$ cat src/rtl/line_scanout_if.sv
// Line-buffer port bundle between the scan-out reader and the ping-pong RAM.
// The master side issues the read address and the clear-behind-read write.
interface line_scanout_if;
  logic [10:0] LB_ReadAddr;   // {bank, x}
  logic [31:0] LB_ReadData;   // {R12,G12,B8}, valid 1 clk after address
  logic [10:0] LB_WriteAddr;  // clear-behind-read address
  logic [31:0] LB_WriteData;  // background word
  logic        LB_we;         // clear write enable

  modport master (
    output LB_ReadAddr,
    input  LB_ReadData,
    output LB_WriteAddr,
    output LB_WriteData,
    output LB_we
  );

  modport slave (
    input  LB_ReadAddr,
    output LB_ReadData,
    input  LB_WriteAddr,
    input  LB_WriteData,
    input  LB_we
  );
endinterface

$ cat src/rtl/line_scanout.sv
// Read side of the ping-pong pixel line buffer: raster timing generator,
// bank reader with clear-behind-read, and the nextLine/nextFrame strobes
// that steer the rasteriser's bank polarity.
module line_scanout #(
  parameter int unsigned H_ACTIVE = 640,
  parameter int unsigned H_FP     = 16,
  parameter int unsigned H_SYNC   = 96,
  parameter int unsigned H_BP     = 48,
  parameter int unsigned V_ACTIVE = 480,
  parameter int unsigned V_FP     = 10,
  parameter int unsigned V_SYNC   = 2,
  parameter int unsigned V_BP     = 33,
  parameter int unsigned CLK_DIV  = 4,
  parameter bit          SYNC_NEG = 1'b1,
  parameter logic [31:0] BG_COLOR = 32'h0
) (
  input  logic               clk100,
  input  logic               rst_n,
  line_scanout_if.master     lb,
  output logic               nextLine,
  output logic               nextFrame,
  output logic               hsync,
  output logic               vsync,
  output logic               de,
  output logic [23:0]        rgb
);

  localparam int unsigned H_TOTAL = H_ACTIVE + H_FP + H_SYNC + H_BP;
  localparam int unsigned V_TOTAL = V_ACTIVE + V_FP + V_SYNC + V_BP;
  localparam int unsigned DIV_W   = $clog2(CLK_DIV);

  localparam logic [DIV_W-1:0] DIV_LAST = DIV_W'(CLK_DIV - 1);
  localparam logic [9:0] H_ACT    = 10'(H_ACTIVE);
  localparam logic [9:0] H_LAST   = 10'(H_TOTAL - 1);
  localparam logic [9:0] HS_START = 10'(H_ACTIVE + H_FP);
  localparam logic [9:0] HS_END   = 10'(H_ACTIVE + H_FP + H_SYNC);
  localparam logic [9:0] V_ACT    = 10'(V_ACTIVE);
  localparam logic [9:0] V_ACT_M1 = 10'(V_ACTIVE - 1);
  localparam logic [9:0] V_PRE    = 10'(V_TOTAL - 2);
  localparam logic [9:0] V_LAST   = 10'(V_TOTAL - 1);
  localparam logic [9:0] VS_START = 10'(V_ACTIVE + V_FP);
  localparam logic [9:0] VS_END   = 10'(V_ACTIVE + V_FP + V_SYNC);

  logic [DIV_W-1:0] div_q, div_d;
  logic [9:0]       hcnt_q, hcnt_d;
  logic [9:0]       vcnt_q, vcnt_d;
  logic             rd_bank_q, rd_bank_d;
  logic             fetch_q, fetch_d;
  logic [10:0]      wr_addr_q, wr_addr_d;
  logic [23:0]      hold_q, hold_d;
  logic             act_p_q, act_p_d;
  logic             hs_p_q, hs_p_d;
  logic             vs_p_q, vs_p_d;
  logic             de_q, de_d;
  logic [23:0]      rgb_q, rgb_d;
  logic             hsync_q, hsync_d;
  logic             vsync_q, vsync_d;
  logic             next_line_q, next_line_d;
  logic             next_frame_q, next_frame_d;

  logic pe;
  logic active;
  logic h_sync_on;
  logic v_sync_on;
  logic unused_low_colour_bits;

  assign pe        = (div_q == DIV_LAST);
  assign active    = (hcnt_q < H_ACT) && (vcnt_q < V_ACT);
  assign h_sync_on = (hcnt_q >= HS_START) && (hcnt_q < HS_END);
  assign v_sync_on = (vcnt_q >= VS_START) && (vcnt_q < VS_END);

  // The low colour bits are dropped when narrowing 12-bit channels to 8.
  assign unused_low_colour_bits = ^{lb.LB_ReadData[23:20], lb.LB_ReadData[11:8]};

  // Next-state: pixel divider, raster counters, fetch/clear, output pipeline, strobes
  always_comb begin
    div_d        = pe ? '0 : div_q + DIV_W'(1);
    hcnt_d       = hcnt_q;
    vcnt_d       = vcnt_q;
    rd_bank_d    = rd_bank_q;
    fetch_d      = pe && active;
    wr_addr_d    = wr_addr_q;
    hold_d       = hold_q;
    act_p_d      = act_p_q;
    hs_p_d       = hs_p_q;
    vs_p_d       = vs_p_q;
    de_d         = de_q;
    rgb_d        = rgb_q;
    hsync_d      = hsync_q;
    vsync_d      = vsync_q;
    next_line_d  = 1'b0;
    next_frame_d = 1'b0;

    // Read data lands one clk after the address; capture it in the RGB8 layout.
    if (fetch_q) begin
      hold_d = {lb.LB_ReadData[31:24], lb.LB_ReadData[19:12], lb.LB_ReadData[7:0]};
    end

    if (pe) begin
      if (hcnt_q == H_LAST) begin
        hcnt_d = '0;
        vcnt_d = (vcnt_q == V_LAST) ? '0 : vcnt_q + 10'd1;
      end else begin
        hcnt_d = hcnt_q + 10'd1;
      end

      // Counters move on this edge, so the clear address is latched here.
      wr_addr_d = {rd_bank_q, hcnt_q};

      // Stage 1 records this pixel's qualifiers; stage 2 shows the previous pixel,
      // whose data has reached hold_q by now.
      act_p_d = active;
      hs_p_d  = h_sync_on;
      vs_p_d  = v_sync_on;
      de_d    = act_p_q;
      rgb_d   = act_p_q ? hold_q : '0;
      hsync_d = hs_p_q ^ SYNC_NEG;
      vsync_d = vs_p_q ^ SYNC_NEG;

      if (hcnt_q == H_ACT) begin
        if (vcnt_q == V_PRE) begin
          next_frame_d = 1'b1;
          rd_bank_d    = 1'b0;
        end else if ((vcnt_q == V_LAST) || (vcnt_q < V_ACT_M1)) begin
          next_line_d = 1'b1;
          rd_bank_d   = ~rd_bank_q;
        end
      end
    end
  end

  // State registers with synchronous active-low reset
  always_ff @(posedge clk100) begin
    if (!rst_n) begin
      div_q        <= '0;
      hcnt_q       <= '0;
      vcnt_q       <= '0;
      rd_bank_q    <= 1'b0;
      fetch_q      <= 1'b0;
      wr_addr_q    <= '0;
      hold_q       <= '0;
      act_p_q      <= 1'b0;
      hs_p_q       <= 1'b0;
      vs_p_q       <= 1'b0;
      de_q         <= 1'b0;
      rgb_q        <= '0;
      hsync_q      <= SYNC_NEG;
      vsync_q      <= SYNC_NEG;
      next_line_q  <= 1'b0;
      next_frame_q <= 1'b0;
    end else begin
      div_q        <= div_d;
      hcnt_q       <= hcnt_d;
      vcnt_q       <= vcnt_d;
      rd_bank_q    <= rd_bank_d;
      fetch_q      <= fetch_d;
      wr_addr_q    <= wr_addr_d;
      hold_q       <= hold_d;
      act_p_q      <= act_p_d;
      hs_p_q       <= hs_p_d;
      vs_p_q       <= vs_p_d;
      de_q         <= de_d;
      rgb_q        <= rgb_d;
      hsync_q      <= hsync_d;
      vsync_q      <= vsync_d;
      next_line_q  <= next_line_d;
      next_frame_q <= next_frame_d;
    end
  end

  assign lb.LB_ReadAddr  = {rd_bank_q, hcnt_q};
  assign lb.LB_WriteAddr = wr_addr_q;
  assign lb.LB_WriteData = BG_COLOR;
  assign lb.LB_we        = fetch_q;

  assign nextLine  = next_line_q;
  assign nextFrame = next_frame_q;
  assign hsync     = hsync_q;
  assign vsync     = vsync_q;
  assign de        = de_q;
  assign rgb       = rgb_q;

endmodule

$ cat src/flat_wrapper.sv
// flat-port wrapper written by rule: the top's interface ports become plain ports
module line_scanout_flat 
#(
  parameter int unsigned H_ACTIVE = 640,
  parameter int unsigned H_FP     = 16,
  parameter int unsigned H_SYNC   = 96,
  parameter int unsigned H_BP     = 48,
  parameter int unsigned V_ACTIVE = 480,
  parameter int unsigned V_FP     = 10,
  parameter int unsigned V_SYNC   = 2,
  parameter int unsigned V_BP     = 33,
  parameter int unsigned CLK_DIV  = 4,
  parameter bit          SYNC_NEG = 1'b1,
  parameter logic [31:0] BG_COLOR = 32'h0
)
  (clk100, rst_n, nextLine, nextFrame, hsync, vsync, de, rgb, lb_LB_ReadAddr, lb_LB_ReadData, lb_LB_WriteAddr, lb_LB_WriteData, lb_LB_we);
  line_scanout_if lb_i ();
  input  logic clk100;
  input  logic rst_n;
  output logic nextLine;
  output logic nextFrame;
  output logic hsync;
  output logic vsync;
  output logic de;
  output logic [23:0] rgb;
  output wire logic [$bits(lb_i.LB_ReadAddr)-1:0] lb_LB_ReadAddr;
  input wire logic [$bits(lb_i.LB_ReadData)-1:0] lb_LB_ReadData;
  output wire logic [$bits(lb_i.LB_WriteAddr)-1:0] lb_LB_WriteAddr;
  output wire logic [$bits(lb_i.LB_WriteData)-1:0] lb_LB_WriteData;
  output wire logic [$bits(lb_i.LB_we)-1:0] lb_LB_we;
  assign lb_LB_ReadAddr = lb_i.LB_ReadAddr;
  assign lb_i.LB_ReadData = lb_LB_ReadData;
  assign lb_LB_WriteAddr = lb_i.LB_WriteAddr;
  assign lb_LB_WriteData = lb_i.LB_WriteData;
  assign lb_LB_we = lb_i.LB_we;
  line_scanout #(.H_ACTIVE(H_ACTIVE), .H_FP(H_FP), .H_SYNC(H_SYNC), .H_BP(H_BP), .V_ACTIVE(V_ACTIVE), .V_FP(V_FP), .V_SYNC(V_SYNC), .V_BP(V_BP), .CLK_DIV(CLK_DIV), .SYNC_NEG(SYNC_NEG), .BG_COLOR(BG_COLOR)) u_core (.clk100(clk100), .rst_n(rst_n), .lb(lb_i), .nextLine(nextLine), .nextFrame(nextFrame), .hsync(hsync), .vsync(vsync), .de(de), .rgb(rgb));
endmodule
$ cat config.mk
export PLATFORM = sky130hd
export DESIGN_NAME = line_scanout_flat
export DESIGN_NICKNAME = d
export VERILOG_FILES = /design/src/rtl/line_scanout_if.sv /design/src/rtl/line_scanout.sv /design/src/flat_wrapper.sv
export SDC_FILE = /design/constraint.sdc
export NUM_CORES = 1
export LEC_CHECK = 0
export ABC_AREA = 1
export BUFFER_PORTS_ARGS = -buffer_cell sky130_fd_sc_hd__buf_2
export CAP_MARGIN = 30
export CORE_MARGIN = 2
export CORE_UTILIZATION = 51
export CTS_CLUSTER_SIZE = 40
export DETAILED_ROUTE_END_ITERATION = 8
export PLACE_DENSITY = 0.75
export SLEW_MARGIN = 20
export SYNTH_ARGS = -nofsm -noshare
export SYNTH_HDL_FRONTEND = slang
export SYNTH_SLANG_ARGS = --single-unit
$ cat constraint.sdc
create_clock -name clk100 -period 1.75 [get_ports clk100]
set_input_delay 0.35 -clock clk100 [delete_from_list [all_inputs] [get_ports clk100]]
set_output_delay 0.35 -clock clk100 [all_outputs]
set_load 0.03 [all_outputs]
==> flow_metrics.tcl <==
set metrics [dict create \
    status "completed" \
    total_leakage_power_nw 1.98 \
    endpoint_kind "flip-flop" \
    setup-violations-final 0 \
    finalWeightedCongestion 0.915 \
    netlist_top_cells_area "sky130_fd_sc_hd__dfxtp_1 (47%), sky130_fd_sc_hd__buf_4 (7.0%), sky130_fd_sc_hd__nor2_1 (6.9%)" \
    clock_insertion_delay_worst_skew_ns 0.37 \
    finalWirelength_um 8020 \
    grt_pass1_vias 2966 \
    number_of_i_o_port_buffers 77 \
    critPathRequiredTime_ns 2.02 \
    routed_wirelength_normalized_by_instance_count_um 12.3 \
    timing.critical_path.slowest_cell_delay_ns 0.41 \
    number_of_filler_instances_in_the_final_layout 665 \
    max_freq_mhz 641 \
    chipWidth_um 90.7 \
    initial_core_util_pct 52.9 \
    max-vdd-ir-drop_v 0.000418 \
    stdcell_area_um2 4420 \
    overflow 0 \
    root_buffer "sky130_fd_sc_hd__clkbuf_8" \
    postCtsResizedCells 0 \
    placement_rows 31 \
    hold_buffers 0 \
    vias 3175 \
    final_period_minus_worst_setup_slack_ns 1.56 \
    postCtsSetupRepairBufs 0 \
    detailedRoute.firstIterationViolations 103 \
    worst_setup_sp_type "flip-flop" \
    fin_nets 585 \
    hold_viol 0 \
    drc 0 \
    fin_ws_ns 0.189 \
    fin_crit_sh_pct 89.2 \
    grt_use_total_pct 19.8 \
    netlist-cell-type-count 35 \
    hpwl_um 5770 \
    antenna_violations_before_repair 0 \
    total_power_per_unit_cell_area_nw_per_um2 891 \
    crit_slowest_cell "sky130_fd_sc_hd__dfxtp_1" \
    yosysWarnings 0 \
    layout.cells.most_common "sky130_fd_sc_hd__dfxtp_1" \
    h-tree-depth 3 \
    io_pins 118 \
    synthesis.area_per_instance_um2 8.16 \
    cts_tree "done" \
    slew_viol_final 0 \
    antenna_cells_inserted 0 \
    synth_seq_area_share_pct 47.5 \
    dp_slack_ns 0.0754 \
    dpl_cell_area_um2 4200 \
    syn_area_um2 3840 \
    detail-route-antenna-nets 0 \
    detail_route.vias_per_cell 4.88 \
    post_route_cells_drive_above_1_share_pct 25.0 \
    synth_seq_cells 91 \
    unrepaired_setup_endpoints_after_global_routing "no" \
    crit_type "reg -> reg" \
    grt_first_pass_wirelength_um 13300 \
    synth_top_cell_area_share_pct 47.5 \
    drt-pass1-iter-count 4 \
    cts-buffers-inserted 9 \
    cts.sink_count 91 \
    critical_path.cell_chain "ha_1, nand2_1, nor2_4, inv_2, nor2_4, nand3_1, o21ai_1, nor2_1" \
    cts_max_path_buffers 2 \
    critPathArrivalTime_ns 1.83 \
    fp.coreArea_um2 7250 \
    worstPathMaxFanout 8 \
    die_area_um2 8230 \
    max_capacitance_violation_total 0 \
    cts.clk_slew.worst_paths_ns 0.10 \
    skew_ns 0.0141 \
    post_synth_inst_count 470 \
    cpMostUsedCell "sky130_fd_sc_hd__nor2_4" \
    layout-area-overhead-vs-synth_pct 15.1 \
    hold_slack_ns 0.196 \
    grt_start_max_net_pins 35 \
    synth_area_leader_cell "sky130_fd_sc_hd__dfxtp_1" \
    tightest_hold_check_type "in -> reg" \
    fp.dieH_um 90.7 \
    most-common-layout-cells "sky130_fd_sc_hd__dfxtp_1 (91), sky130_fd_sc_hd__buf_2 (77), sky130_fd_sc_hd__nor2_1 (71), sky130_fd_sc_hd__nand2_1 (59), sky130_fd_sc_hd__o21ai_0 (42)" \
    setup_total_negative_slack_ns 0 \
]
stage by stage:
step           std cells  utilization [%]  total power [mW]
2_1_floorplan        501                -              2.44
3_3_place_gp         634             57.9              2.46
3_5_place_dp         634             57.9              2.46
4_1_cts              650             60.8              3.96
5_1_grt              650             60.9              4.07
6_report             650             60.9              3.93
cells in the mapped netlist (all sizes together):
cell type  instances
nor3               5
o211ai             1
xnor2              2
o21ai             50
conb               1
o2111ai            1
clkbuf            11
xor2               4
dfxtp             91
a22o               1
or2                1
a21oi             20
a32o              14
ha                 5
nor2              83
nand2             65
o21bai             1
nand4              8
inv               48
buf               42
o21a               1
a31o               1
nand3             14
where the power goes:
part / internal [mW] / switching [mW]
clock network: 0.697 / 0.817
logic: 0.0769 / 0.223
registers: 2.10 / 0.0157
total: 2.88 / 1.06
metal layers:
layer  vias up  track usage, %  share of wire (%)
met3        12            4.92                6.4
met5         -               0                  0
met2        97            32.6                 48
met1      1460            24.6                 44
li1       1606               -                  -
met4         0            8.33                1.9
final cells by class:
class                   count  area, um^2  area share [%]
flip-flops and latches     91        1820            41.3
repair buffers             87         473            10.7
inverters                  48         180            4.08
multi-input cells         309        1600            36.2
clock inverters             7        92.6            2.10
well taps                  99         124            2.81
clock buffers               9         124            2.81
state kept, by name, indices dropped and copies added (netlist names):
name / cells
u_core.div_q: 2
u_core.hs_p_q: 1
u_core.lb.LB_we: 1
u_core.vsync: 1
u_core.lb.LB_WriteAddr: 11
u_core.nextLine: 1
u_core.hold_q: 24
u_core.rd_bank_q: 1
u_core.vcnt_q: 10
u_core.rgb: 24
u_core.hcnt_q: 10
u_core.act_p_q: 1
u_core.nextFrame: 1
u_core.de: 1
u_core.hsync: 1
u_core.vs_p_q: 1
final timing paths:
kind	endpoint	startpoint	slack [ns]	cells after the start
worst max-delay path	u_core.vcnt_q[6]$_SDFFE_PN0P_	u_core.hcnt_q[0]$_SDFFE_PN0P_	0.19	8
worst min-delay path	u_core.hold_q[7]$_SDFFE_PN0P_	lb_LB_ReadData[7]	0.20	3
worst max register to register	u_core.vcnt_q[6]$_SDFFE_PN0P_	u_core.hcnt_q[0]$_SDFFE_PN0P_	0.19	8
worst min register to register	u_core.div_q[0]$_SDFF_PP0_	u_core.div_q[0]$_SDFF_PP0_	0.44	1
cells by family (layout without fill, tap and decap cells):
group                    Yosys count  in the layout  synth area share, %
AO/OA/AOI/OAI                     90             90                 14.1
XOR/XNOR                           6              6                 1.37
adder cells (fa/ha/maj)            5              5                 1.63
buffers and inverters            101            151                 13.9
flip-flops                        91             91                 47.5
other                              1             32               0.0977
AND/OR/NAND/NOR                  176            176                 21.5
worst max-delay path: cells and delay by family, from the launching register on:
kind | cells | cell delay [ns]
adder cells (fa/ha/maj) | 1 | 0.21
buffers and inverters | 1 | 0.06
flip-flops | 1 | 0.41
AO/OA/AOI/OAI | 1 | 0.14
AND/OR/NAND/NOR | 5 | 0.63
Power figures use the tool's default switching activity.
